[config.mk]
export PLATFORM = sky130hd
export DESIGN_NAME = z80fi_insn_capture
export DESIGN_NICKNAME = d
export VERILOG_FILES = /design/src/rtl/z80fi_insn_capture.sv
export SDC_FILE = /design/constraint.sdc
export NUM_CORES = 1
export LEC_CHECK = 0
export CAP_MARGIN = 40
export CELL_PAD_IN_SITES_DETAIL_PLACEMENT = 1
export CELL_PAD_IN_SITES_GLOBAL_PLACEMENT = 2
export CORE_UTILIZATION = 25
export CTS_CLUSTER_DIAMETER = 120
export DETAILED_ROUTE_END_ITERATION = 6
export PLACE_DENSITY = 0.81
export SLEW_MARGIN = 20
export SYNTH_ARGS = -nofsm -noshare
export SYNTH_HDL_FRONTEND = slang
export SYNTH_SLANG_ARGS = --single-unit
[constraint.sdc]
create_clock -name clk -period 1.7 [get_ports clk]
set_input_delay 0.17 -clock clk [delete_from_list [all_inputs] [get_ports clk]]
set_output_delay 0.17 -clock clk [all_outputs]
set_load 0.005 [all_outputs]
[src/rtl/z80fi_insn_capture.sv]
// Assembles one z80fi retirement record per instruction; record pulses z80fi_valid one cycle after insn_done.
// No backpressure: events are taken every cycle, overflow sets sticky err. Optional reads: Z80FI_MEM_RD_EN.
module z80fi_insn_capture #(
   parameter int MAX_INSN_BYTES = 4
) (
   input  logic        clk,
   input  logic        reset_n,
   input  logic        core_insn_start,
   input  logic [15:0] core_reg_ip,
   input  logic [15:0] core_reg_bc,
   input  logic [15:0] core_reg_de,
   input  logic [15:0] core_reg_hl,
   input  logic [15:0] core_reg_sp,
   input  logic        core_fetch_valid,
   input  logic [7:0]  core_fetch_data,
   input  logic        core_mem_wr,
   input  logic [15:0] core_mem_waddr,
   input  logic [7:0]  core_mem_wdata,
   input  logic        core_insn_done,
   output logic        z80fi_valid,
   output logic [31:0] z80fi_insn,
   output logic [2:0]  z80fi_insn_len,
   output logic [15:0] z80fi_reg_ip_in,
   output logic [15:0] z80fi_reg_bc_in,
   output logic [15:0] z80fi_reg_de_in,
   output logic [15:0] z80fi_reg_hl_in,
   output logic [15:0] z80fi_reg_sp_in,
   output logic        z80fi_mem_wr,
   output logic [15:0] z80fi_mem_waddr,
   output logic [7:0]  z80fi_mem_wdata,
   output logic        z80fi_mem_wr2,
   output logic [15:0] z80fi_mem_waddr2,
   output logic [7:0]  z80fi_mem_wdata2,
   output logic        z80fi_capture_err
`ifdef Z80FI_MEM_RD_EN
   ,
   input  logic        core_mem_rd,
   input  logic [15:0] core_mem_raddr,
   input  logic [7:0]  core_mem_rdata,
   output logic        z80fi_mem_rd,
   output logic [15:0] z80fi_mem_raddr,
   output logic [7:0]  z80fi_mem_rdata
`endif
);

   localparam logic [0:0] IDLE    = 1'b0;
   localparam logic [0:0] CAPTURE = 1'b1;
   localparam logic [2:0] LEN_MAX = 3'(MAX_INSN_BYTES);

   typedef struct packed {
      logic [15:0] ip;
      logic [15:0] bc;
      logic [15:0] de;
      logic [15:0] hl;
      logic [15:0] sp;
      logic [31:0] insn;
      logic [2:0]  len;
      logic        wr;
      logic [15:0] waddr;
      logic [7:0]  wdata;
      logic        wr2;
      logic [15:0] waddr2;
      logic [7:0]  wdata2;
`ifdef Z80FI_MEM_RD_EN
      logic        rd;
      logic [15:0] raddr;
      logic [7:0]  rdata;
`endif
   } rec_t;

   logic [0:0] state;
   rec_t       cap;
   rec_t       outr;
   rec_t       fresh;
   rec_t       base;
   rec_t       upd;
   logic       emit;
   logic       restart;
   logic       live;
   logic       ovf;
   logic       valid_q;
   logic       err_q;

   // Events in a done cycle belong to the retiring record; a restart
   // (start without done) applies the cycle's events to the fresh record.
   always_comb begin
      fresh    = '0;
      fresh.ip = core_reg_ip;
      fresh.bc = core_reg_bc;
      fresh.de = core_reg_de;
      fresh.hl = core_reg_hl;
      fresh.sp = core_reg_sp;

      emit    = (state == CAPTURE) && core_insn_done;
      restart = core_insn_start && !emit;
      live    = (state == CAPTURE) || core_insn_start;
      base    = restart ? fresh : cap;

      upd = base;
      ovf = 1'b0;
      if (core_fetch_valid) begin
         if (base.len >= LEN_MAX) begin
            ovf = 1'b1;
         end else begin
            for (int k = 0; k < MAX_INSN_BYTES; k++) begin
               if (base.len == 3'(k)) upd.insn[8*k +: 8] = core_fetch_data;
            end
            upd.len = base.len + 3'd1;
         end
      end
      if (core_mem_wr) begin
         if (!base.wr) begin
            upd.wr    = 1'b1;
            upd.waddr = core_mem_waddr;
            upd.wdata = core_mem_wdata;
         end else if (!base.wr2) begin
            upd.wr2    = 1'b1;
            upd.waddr2 = core_mem_waddr;
            upd.wdata2 = core_mem_wdata;
         end else begin
            ovf = 1'b1;
         end
      end
`ifdef Z80FI_MEM_RD_EN
      if (core_mem_rd) begin
         if (!base.rd) begin
            upd.rd    = 1'b1;
            upd.raddr = core_mem_raddr;
            upd.rdata = core_mem_rdata;
         end else begin
            ovf = 1'b1;
         end
      end
`endif
   end

   always_ff @(posedge clk) begin
      if (!reset_n) begin
         state   <= IDLE;
         cap     <= '0;
         outr    <= '0;
         valid_q <= 1'b0;
         err_q   <= 1'b0;
      end else begin
         valid_q <= emit;
         if (emit) begin
            outr <= upd;
            // Back-to-back: the new instruction starts in a clean shadow record.
            if (core_insn_start) begin
               cap   <= fresh;
               state <= CAPTURE;
            end else begin
               state <= IDLE;
            end
         end else if (core_insn_start) begin
            cap   <= upd;
            state <= CAPTURE;
         end else if (state == CAPTURE) begin
            cap <= upd;
         end

         if ((live && ovf) ||
             ((state == IDLE) && core_insn_done) ||
             ((state == CAPTURE) && core_insn_start && !core_insn_done)) begin
            err_q <= 1'b1;
         end
      end
   end

   assign z80fi_valid       = valid_q;
   assign z80fi_insn        = outr.insn;
   assign z80fi_insn_len    = outr.len;
   assign z80fi_reg_ip_in   = outr.ip;
   assign z80fi_reg_bc_in   = outr.bc;
   assign z80fi_reg_de_in   = outr.de;
   assign z80fi_reg_hl_in   = outr.hl;
   assign z80fi_reg_sp_in   = outr.sp;
   assign z80fi_mem_wr      = outr.wr;
   assign z80fi_mem_waddr   = outr.waddr;
   assign z80fi_mem_wdata   = outr.wdata;
   assign z80fi_mem_wr2     = outr.wr2;
   assign z80fi_mem_waddr2  = outr.waddr2;
   assign z80fi_mem_wdata2  = outr.wdata2;
   assign z80fi_capture_err = err_q;
`ifdef Z80FI_MEM_RD_EN
   assign z80fi_mem_rd      = outr.rd;
   assign z80fi_mem_raddr   = outr.raddr;
   assign z80fi_mem_rdata   = outr.rdata;
`endif

endmodule

---- After elaboration in Yosys (flattened, before gate mapping) ----
Cells that the tools add are included.
operators by class
  add/subtract/negate cells ............... 1
  multipliers ............................. 0
  divide/modulo/power cells ............... 0
  $lt $le $gt $ge ......................... 1
  eq/ne operators ......................... 4
  shifts and indexed selects .............. 0
  muxes and demuxes ....................... 23
  bitwise logic cells ..................... 1
  reductions and logical operators ........ 15
operators by type and width
  cell                 count
  $mux 165             5
  $mux 35              2
  $mux 50              1
  $mux 24              2
  $mux 8               4
  $mux 25              1
  $mux 1               8
  $eq 3x2->1 const B   2
  $logic_and 1x1->1    6
  $reduce_bool 2->1    2
  $add 3x1->3 const B  1
  $eq 3x1->1 const B   1
  $ge 3x3->1 const B   1
  $logic_not 3->1      1
  $logic_or 1x1->1     3
  $logic_not 1->1      2
  $ne 2x2->1 const B   1
  $reduce_and 2->1     1
  $not 1->1            1
storage, ports and cells
  bits in registers ....................... 333
  bits in latches ......................... 0
  RAM bits ................................ 0
  ROM bits ................................ 0
  bits of input ports ..................... 118
  output and inout port bits .............. 167
  logic and storage cells ................. 74
  memories ................................ 0

---- Logic depth before layout (Yosys ltp) ----
  depth in word-level cells ............... 13
  depth in mapped cells ................... 10
  depth with buffers taken out ............ 8

---- Worst setup path after synthesis ----
OpenSTA, ideal clock, no wires.
  path type ............................... register -> register
  start point ............................. register state
  end point ............................... register cap[77] in the netlist's numbering
  setup time .............................. 61 ps
  arrival time ............................ 1821 ps
  data required time ...................... 1639 ps
  path slack .............................. -182 ps
  stages on the path, launching flop included .. 10
  path buffers ............................ 1
  cells stage by stage .................... dfxtp_1 -> a21bo_4 -> nand2_1 -> inv_1 -> ha_1 -> nand2_1 -> a21oi_4 -> and3_1 -> buf_4 -> a22o_1
on the way
  cells in the longest elaborated chain, start to end .. 11
RTL lines
  what                                                 line  text
  start, declared                                      71    logic [0:0] state;
  start signal, assigned                               139   state <= IDLE;
  start signal, assigned                               151   state <= CAPTURE;
  start signal, assigned                               153   state <= IDLE;
  branches (longest 11 deep; another with $ge 3x3->1)  n/a
  end signal, assigned                                 150   cap <= fresh;
  end signal, assigned                                 156   cap <= upd;
  end signal, assigned                                 159   cap <= upd;
  end, declared                                        72    rec_t cap;
Parallel ways; which one is timed is not known. The select of a mux whose other input is x is not followed.
A chain may end at the register's enable or synchronous reset.

---- Final worst setup path ----
  start point ............................. register state
  end point ............................... register cap[48] in the netlist's numbering
on the way
  cells in the longest elaborated chain, start to end .. 9
RTL lines
  what               line  text
  $logic_and 1x1->1  94    emit = (state == CAPTURE) && core_insn_done;
  $logic_not 1->1    95    restart = core_insn_start && !emit;
  $logic_and 1x1->1  95
  $mux 165           97    base = restart ? fresh : cap;
  $mux 24            112   if (!base.wr) begin
  $mux 50            111   if (core_mem_wr) begin
  $mux 165           158   end else if (state == CAPTURE) begin
  $mux 165           155   end else if (core_insn_start) begin
  $mux 165           146   if (emit) begin
Several ways; a longest one is shown, not always the timed one. The select of a mux whose other input is x is not followed.

==> results_dict.tcl <==
set metrics [dict create \
    status "completed" \
    setup_violations 0 \
    final_antenna_net_count 0 \
    slowest_delay_ns 0.34 \
    final_util_pct 36.1 \
    initial_utilization_pct 25.5 \
    crit_chain "buf_4, nor2b_4, buf_4, o22ai_2, buf_12, a22oi_1, nor3b_1" \
    drtIter0Drc 435 \
    seq_area_frac_synth_pct 51.7 \
    grt.busiest_layer "met2" \
    post_dp_cell_area_mm2 0.0169 \
    io_buffers 284 \
    multiInputGateArea_mm2 0.00572 \
    layout.cells.non_filler 2269 \
    fin_skew_ns 0.0109 \
    synth_compound_area_share_pct 21.0 \
    syn-num-nets 1417 \
    cts_root_buf "clkbuf_16" \
    final.fill_count 5653 \
    viasPerCell 4.70 \
    dieArea_mm2 0.0525 \
    dp.cells 2200 \
    drive_above_1_share_pct 9.58 \
    antenna_found_initial 4 \
    synth_adder_area_share_pct 0.388 \
    nets 1693 \
    yosys-mux-area-fraction_pct 10.6 \
    critPathKind "reg2reg" \
    htreeDepth 2 \
    wl_mm 40.7 \
    power_density_mw_per_mm2 1040 \
    overflow 0 \
    cts.sink_count 333 \
    clk_latency_ns 0.55 \
    synth_top_family_by_area "compound AO/OA/AOI/OAI gates" \
    gp_congestion 0.773 \
    cp_max_fo 24 \
    ys_warn_count 0 \
    p_leak_nw 7.14 \
    ir_drop_mv 0.578 \
    mostFrequentLayoutCells "332 x dfxtp_1, 276 x clkdlybuf4s50_1, 192 x nand2_1, 136 x mux2i_1, 84 x a21oi_1" \
    clkTransAtPathRegs_ns 0.05 \
    synth_cells 1295 \
    drc_errors 0 \
    cp-start-kind "register" \
    grt_pass1_vias 11200 \
    final_common_cell "dfxtp_1" \
    max_freq_mhz 611 \
    worstPathRequired_ns 2.15 \
    grt_use_met1_pct 18.6 \
    firstDrtPassIters 4 \
    ys_async_sr_fraction_pct 0 \
    setup_slack_ns 0.0627 \
    maxCapViolations 0 \
    synth_cell_types 44 \
    cp-end-kind "register" \
    worst_path_most_repeated_cell "buf_4" \
    synth_seq_cells 333 \
    grt_pass1_wl_mm 63.6 \
    synth_edf_count 0 \
    hold_violations 0 \
    grt_max_degree 98 \
    syn_area_mm2 0.0129 \
    fin_setup_tns_ns 0 \
    slew-limit-headroom_pct 57.2 \
    synth-main-ff-cell "dfxtp_1" \
    ioPinCount 285 \
    core_mm2 0.0505 \
    synth_xor_area_share_pct 0.0680 \
    synthToLayoutAreaGrowth_pct 41.3 \
    die_w_um 229 \
    die_y_um 229 \
    worst_slew_pin_slew_ns 0.641 \
    met3_usage_pct 4.88 \
    grt_use_total_pct 15.2 \
    post_cts_buffers 0 \
    cts_tree "done" \
    crit_slowest_cell "dfxtp_4" \
    rsz0062_at_grt "false" \
    clock_path_buffers 3 \
    hp-class "in2reg" \
    num_rows 82 \
    antenna_cells 0 \
    avgRoutedWirePerCell_um 17.9 \
    postLayoutCellArea_mm2 0.0182 \
    p_total_mw 18.9 \
    cts_made_buffers 40 \
    dp_hpwl_mm 27.5 \
    vias 10700 \
    finalCritPeriodShare_pct 96.3 \
    syn_avg_cell_area_um2 9.95 \
    synthSimpleGateAreaFrac_pct 12.0 \
    grtUsageMet2_pct 25.4 \
    arrival_ns 2.09 \
    fin_crit_ns 1.64 \
    hold-worst-slack_ns 0.0649 \
    drv_slew 0 \
    pre_cts_ws_ns -0.417 \
    register_area_mm2 0.00667 \
]
registers in the layout, summed over array words and instances (netlist names), 3 cells and up:
register and count:
cap 165, z80fi_insn 32, z80fi_insn_len 3, z80fi_mem_waddr 16
z80fi_mem_waddr2 16, z80fi_mem_wdata 8, z80fi_mem_wdata2 8, z80fi_reg_bc_in 16
z80fi_reg_de_in 16, z80fi_reg_hl_in 16, z80fi_reg_ip_in 16, z80fi_reg_sp_in 16
path summary, 6_finish.rpt:
check                           slack, ns                              end  cells past startpoint                            start
worst max-delay path                 0.06             cap[48]$_SDFFE_PN0P_                      7               state$_SDFFE_PN0P_
worst min-delay path                 0.06               state$_SDFFE_PN0P_                      3                  core_insn_start
worst max register to register       0.06             cap[48]$_SDFFE_PN0P_                      7               state$_SDFFE_PN0P_
worst min register to register       0.46  z80fi_reg_ip_in[6]$_SDFFE_PN0P_                      2  z80fi_reg_ip_in[6]$_SDFFE_PN0P_
where the power goes:
group	leakage, nW	switching (mW)	internal [mW]
Combinational	3.78	0.921	1.03
Sequential	2.72	0.175	8.11
Clock	0.651	3.41	5.26
Total	7.14	4.51	14.4
layer usage:
layer  vias to the layer above  share of wire (%)
li1                       5119                  -
met1                      5213                 43
met2                       254                 47
met3                        61                7.1
met4                         8                2.1
met5                         -               0.14
critical path: cells and delay by family, from the launching register on:
kind	cells	cell delay [ns]
compound gates	2	0.32
buf+inv	3	0.52
simple gates	2	0.36
flops	1	0.34
synthesized netlist by cell type, types with 2 or more instances:
cell      count  area share (%)
nor2b_1      84             4.1
a22o_1       33             2.2
a22oi_1      24             1.4
nand2_1     196             5.7
and3_1        3            0.15
o311a_1       2            0.16
buf_6         3            0.26
mux2i_1     136              11
ha_1          4            0.39
a21boi_2      2            0.17
a21oi_1      87             3.4
o21ai_0      59             2.3
clkbuf_1     71             2.1
nor2_1        4            0.12
buf_4         2            0.12
a21boi_0     81             4.7
buf_1         3           0.087
a32oi_1      25             1.7
inv_1         5            0.15
nor3b_1      24             1.4
nand2b_1      2           0.097
buf_2        41             1.6
o31ai_1       2            0.12
o211a_1      26             2.0
a32o_1       24             1.9
a31oi_1       2           0.097
dfxtp_1     333              52
area by class of cell:
cell class | count | share of cell area, %
clock buffer | 58 | 6.48
tap | 672 | 4.62
clock inverter | 10 | 0.770
sequential | 333 | 36.6
inverter | 6 | 0.124
timing repair buffer | 354 | 19.9
multi-input combinational | 836 | 31.4
timing repair:
item / in CTS / in global routing
gates resized for setup: 4 / 7
gates cloned: 0 / 0
endpoints found under the setup margin: 8 / 20
hold buffers: 1 / 0
endpoints found under the hold margin: 8 / 0
logic make-up after synthesis:
kind of cell	Yosys count
AOI/OAI and AO/OA	377
DFF	333
and+or+nand+nor	318
muxes	136
buffers and inverters	126
adders and majority gates	4
xor gates and xnor gates	1
No activity file was read; power rests on OpenSTA's default activity.
